===== config.mk =====
export PLATFORM = sky130hd
export DESIGN_NAME = spi_adc_responder
export DESIGN_NICKNAME = d
export VERILOG_FILES = /design/src/rtl/spi_adc_pkg.sv /design/src/rtl/spi_sync_edge.sv /design/src/rtl/spi_adc_responder.sv
export SDC_FILE = /design/constraint.sdc
export NUM_CORES = 1
export LEC_CHECK = 0
export CAP_MARGIN = 0
export CORE_UTILIZATION = 40
export CTS_CLUSTER_SIZE = 28
export DETAILED_ROUTE_END_ITERATION = 16
export PLACE_DENSITY_LB_ADDON = 0.1
export SYNTH_ARGS = -nofsm -noshare
export SYNTH_HDL_FRONTEND = slang
export SYNTH_SLANG_ARGS = --single-unit

===== constraint.sdc =====
create_clock -name clk_clk -period 1.54 [get_ports clk_clk]
set_input_delay 0.154 -clock clk_clk [delete_from_list [all_inputs] [get_ports clk_clk]]
set_output_delay 0.154 -clock clk_clk [all_outputs]
set_load 0.005 [all_outputs]

===== src/rtl/spi_adc_pkg.sv =====
// Shared types and constants for the LTC2308-style SPI ADC responder.
// The config word layout is {S/D, O/S, S1, S0, UNI, SLP}, MSB first.
package spi_adc_pkg;

    localparam int CFG_W    = 6;
    localparam int SAMPLE_W = 12;
    localparam int NUM_CH   = 8;
    localparam int CH_IDX_W = 3;
    localparam int TX_W     = SAMPLE_W + 4;

    localparam int CFG_SD  = 5;
    localparam int CFG_OS  = 4;
    localparam int CFG_S1  = 3;
    localparam int CFG_S0  = 2;
    localparam int CFG_UNI = 1;
    localparam int CFG_SLP = 0;

    // Channel 0, single-ended, unipolar off, no sleep
    localparam logic [CFG_W-1:0] CFG_RESET = 6'b100000;

    typedef enum logic [1:0] {
        ST_IDLE  = 2'd0,
        ST_SHIFT = 2'd1,
        ST_DONE  = 2'd2
    } spi_state_e;

    function automatic logic [SAMPLE_W-1:0] select_sample(
        input logic [NUM_CH*SAMPLE_W-1:0] samples,
        input logic                       single_ended,
        input logic [CH_IDX_W-1:0]        idx
    );
        logic [SAMPLE_W-1:0] result;
        result = '0;
        if (single_ended) begin
            result = samples[idx*SAMPLE_W +: SAMPLE_W];
        end
        return result;
    endfunction

endpackage


===== src/rtl/spi_sync_edge.sv =====
// Multi-flop synchronizer for one asynchronous SPI pin, with single-cycle
// rise/fall pulses derived from the synchronized level.
module spi_sync_edge #(
    parameter int   STAGES    = 2,
    parameter logic RESET_VAL = 1'b0
) (
    input  logic clk,
    input  logic rst,
    input  logic din,
    output logic level,
    output logic rise,
    output logic fall
);

    logic prev_reg;

    for (genvar gi = 0; gi < STAGES; gi++) begin : g_stage
        logic stage_reg;
        logic stage_in;

        if (gi == 0) begin : g_first
            assign stage_in = din;
        end else begin : g_chain
            assign stage_in = g_stage[gi-1].stage_reg;
        end

        always_ff @(posedge clk or posedge rst) begin
            if (rst) begin
                stage_reg <= RESET_VAL;
            end else begin
                stage_reg <= stage_in;
            end
        end
    end

    assign level = g_stage[STAGES-1].stage_reg;

    always_ff @(posedge clk or posedge rst) begin
        if (rst) begin
            prev_reg <= RESET_VAL;
        end else begin
            prev_reg <= level;
        end
    end

    assign rise = level & ~prev_reg;
    assign fall = ~level & prev_reg;

endmodule


===== src/rtl/spi_adc_responder.sv =====
// SPI slave that mimics an LTC2308: returns the sample picked by the previous
// frame's config word while capturing the next config from MOSI.
module spi_adc_responder
    import spi_adc_pkg::*;
#(
    parameter int FRAME_BITS  = 16,
    parameter int SYNC_STAGES = 2
) (
    input  logic                         clk_clk,
    input  logic                         reset_reset,
    input  logic                         spi_SCLK,
    input  logic                         spi_SS_n,
    input  logic                         spi_MOSI,
    output logic                         spi_MISO,
    input  logic [NUM_CH*SAMPLE_W-1:0]   ch_data,
    output logic [CFG_W-1:0]             cfg_word,
    output logic                         cfg_valid,
    output logic                         frame_err
);

    localparam int CNT_W   = $clog2(FRAME_BITS + 1);
    localparam int PRIME_W = $clog2(SYNC_STAGES + 2);
    localparam logic [PRIME_W-1:0] PRIME_DONE = PRIME_W'(SYNC_STAGES + 1);

    logic sclk_level, sclk_rise, sclk_fall;
    logic ss_level, ss_rise, ss_fall;
    logic mosi_level, mosi_rise, mosi_fall;
    logic unused_edges;

    spi_sync_edge #(.STAGES(SYNC_STAGES), .RESET_VAL(1'b0)) u_sync_sclk (
        .clk   (clk_clk),
        .rst   (reset_reset),
        .din   (spi_SCLK),
        .level (sclk_level),
        .rise  (sclk_rise),
        .fall  (sclk_fall)
    );

    spi_sync_edge #(.STAGES(SYNC_STAGES), .RESET_VAL(1'b1)) u_sync_ss (
        .clk   (clk_clk),
        .rst   (reset_reset),
        .din   (spi_SS_n),
        .level (ss_level),
        .rise  (ss_rise),
        .fall  (ss_fall)
    );

    spi_sync_edge #(.STAGES(SYNC_STAGES), .RESET_VAL(1'b0)) u_sync_mosi (
        .clk   (clk_clk),
        .rst   (reset_reset),
        .din   (spi_MOSI),
        .level (mosi_level),
        .rise  (mosi_rise),
        .fall  (mosi_fall)
    );

    assign unused_edges = ^{sclk_level, mosi_rise, mosi_fall};

    spi_state_e            state_reg, state_next;
    logic [CNT_W-1:0]      bit_cnt_reg, bit_cnt_next;
    logic [TX_W-1:0]       tx_shift_reg, tx_shift_next;
    logic [TX_W-1:0]       rx_shift_reg, rx_shift_next;
    logic [TX_W-1:0]       rx_shifted;
    logic [CFG_W-1:0]      cfg_word_reg, cfg_word_next;
    logic                  cfg_valid_reg, cfg_valid_next;
    logic                  frame_err_reg, frame_err_next;
    logic                  miso_reg, miso_next;
    logic                  armed_reg, armed_next;
    logic [PRIME_W-1:0]    prime_cnt_reg, prime_cnt_next;
    logic                  sync_primed;
    logic [CH_IDX_W-1:0]   ch_idx;
    logic [SAMPLE_W-1:0]   sel_sample;

    // The SS_n synchronizer resets high, so its level is only trusted once
    // real pin values have flushed through; otherwise a held-low SS_n across
    // reset would look like "seen high" and arm a bogus frame.
    assign sync_primed    = (prime_cnt_reg == PRIME_DONE);
    assign prime_cnt_next = sync_primed ? prime_cnt_reg : prime_cnt_reg + PRIME_W'(1);
    assign armed_next     = armed_reg | (sync_primed & ss_level);

    assign ch_idx     = {cfg_word_reg[CFG_S1], cfg_word_reg[CFG_S0], cfg_word_reg[CFG_OS]};
    assign sel_sample = select_sample(ch_data, cfg_word_reg[CFG_SD], ch_idx);
    assign rx_shifted = {rx_shift_reg[TX_W-2:0], mosi_level};

    always_comb begin
        state_next     = state_reg;
        bit_cnt_next   = bit_cnt_reg;
        tx_shift_next  = tx_shift_reg;
        rx_shift_next  = rx_shift_reg;
        cfg_word_next  = cfg_word_reg;
        cfg_valid_next = 1'b0;
        frame_err_next = 1'b0;

        case (state_reg)
            ST_IDLE: begin
                if (ss_fall && armed_reg) begin
                    state_next    = ST_SHIFT;
                    tx_shift_next = {sel_sample, 4'b0000};
                    rx_shift_next = '0;
                    bit_cnt_next  = '0;
                end
            end
            ST_SHIFT: begin
                // SS_n rising wins over a coincident SCLK edge: that bit is dropped
                if (ss_rise) begin
                    state_next = ST_IDLE;
                    if (bit_cnt_reg < CNT_W'(FRAME_BITS)) begin
                        frame_err_next = 1'b1;
                    end
                end else if (sclk_rise) begin
                    rx_shift_next = rx_shifted;
                    bit_cnt_next  = bit_cnt_reg + CNT_W'(1);
                    if (bit_cnt_reg == CNT_W'(FRAME_BITS - 1)) begin
                        state_next     = ST_DONE;
                        cfg_word_next  = rx_shifted[TX_W-1 -: CFG_W];
                        cfg_valid_next = 1'b1;
                    end
                end else if (sclk_fall) begin
                    tx_shift_next = tx_shift_reg << 1;
                end
            end
            ST_DONE: begin
                if (ss_rise) begin
                    state_next = ST_IDLE;
                end
            end
            default: begin
                state_next = ST_IDLE;
            end
        endcase
    end

    assign miso_next = (state_next == ST_SHIFT) & tx_shift_next[TX_W-1];

    always_ff @(posedge clk_clk or posedge reset_reset) begin
        if (reset_reset) begin
            state_reg     <= ST_IDLE;
            bit_cnt_reg   <= '0;
            tx_shift_reg  <= '0;
            rx_shift_reg  <= '0;
            cfg_word_reg  <= CFG_RESET;
            cfg_valid_reg <= 1'b0;
            frame_err_reg <= 1'b0;
            miso_reg      <= 1'b0;
            armed_reg     <= 1'b0;
            prime_cnt_reg <= '0;
        end else begin
            state_reg     <= state_next;
            bit_cnt_reg   <= bit_cnt_next;
            tx_shift_reg  <= tx_shift_next;
            rx_shift_reg  <= rx_shift_next;
            cfg_word_reg  <= cfg_word_next;
            cfg_valid_reg <= cfg_valid_next;
            frame_err_reg <= frame_err_next;
            miso_reg      <= miso_next;
            armed_reg     <= armed_next;
            prime_cnt_reg <= prime_cnt_next;
        end
    end

    assign spi_MISO  = miso_reg;
    assign cfg_word  = cfg_word_reg;
    assign cfg_valid = cfg_valid_reg;
    assign frame_err = frame_err_reg;

endmodule


==> results of run 1 <==
-- cell type report --
type                    instances  area share
repair buffers                150       0.318
multi-input cells             125       0.314
flip-flops and latches         57       0.299
clock buffers                  11      0.0274
well taps                      96      0.0251
clock inverters                 5      0.0117
inverters                       5     0.00470
-- power breakdown --
group	internal, mW	switching, mW	total (mW)
clock	0.744	0.601	1.35
sequential	1.55	0.0334	1.58
combinational	0.492	0.241	0.733
-- logic make-up after synthesis --
logic type / share of synthesized area
fa+ha+maj: 0.0127
mux: 0.263
xor+xnor: 0.00297
simple gates: 0.0741
compound gates: 0.117
buf+inv: 0.0458
flops: 0.485
-- stage by stage --
stage	cells	TNS [ns]	hold slack (ns)	util	setup WS, ns
floorplan	201	-2.81	0.158	-	-0.140
global placement	423	-4.52	0.333	0.630	-0.200
detailed placement	423	-5.40	0.336	0.630	-0.229
CTS	445	-5.36	0.121	0.678	-0.236
global route	449	-6.41	0.136	0.690	-0.283
finish	449	-4.30	0.128	0.690	-0.193
-- layer usage --
metal  vias up  wire length (um)  track usage
met2        63              4520        0.354
met4         0                91       0.0492
met3         9               410       0.0839
met5         -                 0            0
met1      1215              3350        0.272
li1       1092                 -            -
-- cell usage after synthesis --
| master | n |
|---|---|
| a21boi_0 | 2 |
| a21o_1 | 1 |
| a21oi_1 | 3 |
| a221o_1 | 11 |
| a22o_1 | 19 |
| a31o_2 | 1 |
| a31oi_1 | 1 |
| and2_1 | 2 |
| and2b_1 | 1 |
| and3_1 | 2 |
| and4bb_1 | 1 |
| buf_1 | 1 |
| buf_12 | 1 |
| buf_2 | 4 |
| buf_4 | 2 |
| buf_6 | 2 |
| buf_8 | 1 |
| clkbuf_1 | 2 |
| clkbuf_2 | 1 |
| clkbuf_4 | 1 |
| dfrtp_1 | 53 |
| dfstp_2 | 4 |
| ha_1 | 3 |
| inv_1 | 5 |
| mux2_2 | 9 |
| mux2i_1 | 12 |
| mux4_1 | 4 |
| mux4_2 | 20 |
| nand2_1 | 2 |
| nand2b_1 | 2 |
| nand2b_4 | 1 |
| nand3_1 | 4 |
| nor2_1 | 11 |
| nor2_2 | 1 |
| nor2b_1 | 2 |
| nor3_1 | 1 |
| nor3_2 | 1 |
| nor4b_4 | 1 |
| o31ai_1 | 2 |
| or2_1 | 1 |
| or4_1 | 2 |
| xnor2_1 | 1 |
-- how the worst min path moves through the flow --
stage,start,endpoint,slack (ns),depth (start not counted)
6_report,reset_reset,u_sync_sclk.g_stage[0].stage_reg,0.13,2
4_1_cts,reset_reset,u_sync_sclk.g_stage[0].stage_reg,0.12,2
5_1_grt,reset_reset,u_sync_sclk.g_stage[0].stage_reg,0.14,2
3_3_place_gp,u_sync_mosi.g_stage[0].stage_reg,u_sync_mosi.level,0.33,0
2_1_floorplan,spi_SS_n,u_sync_ss.g_stage[0].stage_reg,0.16,0
3_5_place_dp,u_sync_sclk.g_stage[0].stage_reg,u_sync_sclk.level,0.34,0
-- worst max-delay path, delay by kind of cell (launching register included) --
kind            cells  cell delay [ns]
compound gates      1             0.26
buf+inv             1             0.17
flops               1             0.45
mux                 2             0.68
simple gates        1             0.06
-- what timing repair did --
action / in CTS / in global routing
endpoints found under the hold margin: 0 / 0
setup buffers: 5 / 3
setup endpoints to repair: 42 / 44
pin swaps: 8 / 4
gates resized for setup: 27 / 19
gates cloned: 1 / 2
==> run metrics, run 1 <==
worst slew pin tran roughly 0.41 ns; number of instances in the synthesized netlist 201; worst setup slack for register-to-register paths -0.19 ns; core outline area approximately 6900 um2; syn nets ~300; fin crit share 1.13; area of the die about 7700 um2; Chip Height about 88 um; Finished Cell Area 4790 um2; failing checks negative setup slack; per-cell routed wire length 18.6 um; number of DRC violations after detailed-routing iteration 0 just under 80; path type of the worst min-delay path primary input to asynchronous set/reset pin; outcome complete, but fails checks; warnings from Yosys 0; clk_skew between 0.008 and 0.009 ns; level count of the clock H-tree 3; maximum number of pins on one net before global-route repair 31; kind of end point of the critical path flop; final hold vios 0; capturing point of the worst reg2reg path tx_shift_reg[7]; cell taking the most area after synthesis dfrtp_1; most common cell after layout, fill and taps aside clkdlybuf4s50_1; Startpoint Class flop; kind of critical path flop to flop; vias in the first global route 2397; library cells used by synthesis 42; flip-flop and latch count after synthesis 57; fmax 577 MHz; cells taking the most area after synthesis dfrtp_1, mux4_2, a22o_1, mux2i_1, a221o_1; Die Span X ~88 um; smallest setup slack after layout -0.193 ns; Leakage between 1.5 and 2 nW; diode count 0; number of nets still failing antenna checks after routing 0; Num CTS Buffers 9; number of top-level pins 110; VDD IR max roughly 780 uV; detailed placer's ending HPWL around 5.9 mm; critical-path maximum fanout 9; Core Rows 30; count of hold-fix buffers inserted at cts 0; share of final-layout standard cells stronger than drive strength 1 0.329; reported max-cap violation count 0; share of Yosys cell area claimed by the top area cell type 0.449; number of setup violations in the final report 39; number of cells on the worst reg-to-reg path 5; latest clock arrival within the worst-skew pair around 0.34 ns; mean cell area of the mapped netlist between 10 and 15 um2; critical path launch point cfg_word[4]; max incr delay on CP about 0.53 ns; critical path's slowest cell mux4_2; count of input and output buffers 109; unrepaired setup endpoints after global routing yes; CTS Buffer Depth 2; count of unresolved DRC violations after routing 0; global-route wire length before repair ~12 mm; multi-input combinational cell area around 1500 um2; initial antenna violation count 0; DR pass1 iterations 4; placer congestion estimate between 0.7 and 0.8; total grt overflow 0; arrival time reported for the critical path endpoint approximately 2.0 ns; Final Critical Period 1.73 ns; Tot GR Track Use 0.216; max_slew headroom 0.728; data required time of the critical path 1.76 ns; TritonCTS clock tree done; fin. max-slew vios 0; cell area after placement around 4400 um2; commonest non-fill, non-tap cells in the layout clkdlybuf4s50_1, dfrtp_1, buf_4; vias 2379; capturing instance or port of the critical path tx_shift_reg[7]; Netlist Area Pre-Place between 2000 and 3000 um2; initial core utilization 0.425; Seq/Total Area, Yosys 0.485; Register Area ~1400 um2; clock root buffer clkbuf_8; clock net sink count 57; post-synthesis to final-layout area growth 62.3%; clock edge transition at the registers on the reported setup and hold paths approximately 0.07 ns; Final nets around 450; fill cell total of the finished layout between 500 and 600; drt via density 5.30; list of cells traversed by the critical path buf_12 > mux4_2 > mux2i_1 > nor2_1 > a221o_1; total power density per cell area around 760 nW/um2; drt total wl 8.37 mm; launching point of the worst reg2reg path cfg_word[4]; power consumption roughly 3.7 mW
No activity file was read; power rests on OpenSTA's default activity.
==> run 2: changes to the inputs <==
--- a/config.mk
+++ b/config.mk
@@ -5,6 +5,7 @@
 export SDC_FILE = /design/constraint.sdc
 export NUM_CORES = 1
 export LEC_CHECK = 0
+export ABC_CLOCK_PERIOD_IN_PS = 1540
 export CAP_MARGIN = 0
 export CORE_UTILIZATION = 40
 export CTS_CLUSTER_SIZE = 28
==> results of run 2 <==
Same layout as run 1: the final DEF is identical, and so are final timing and power.
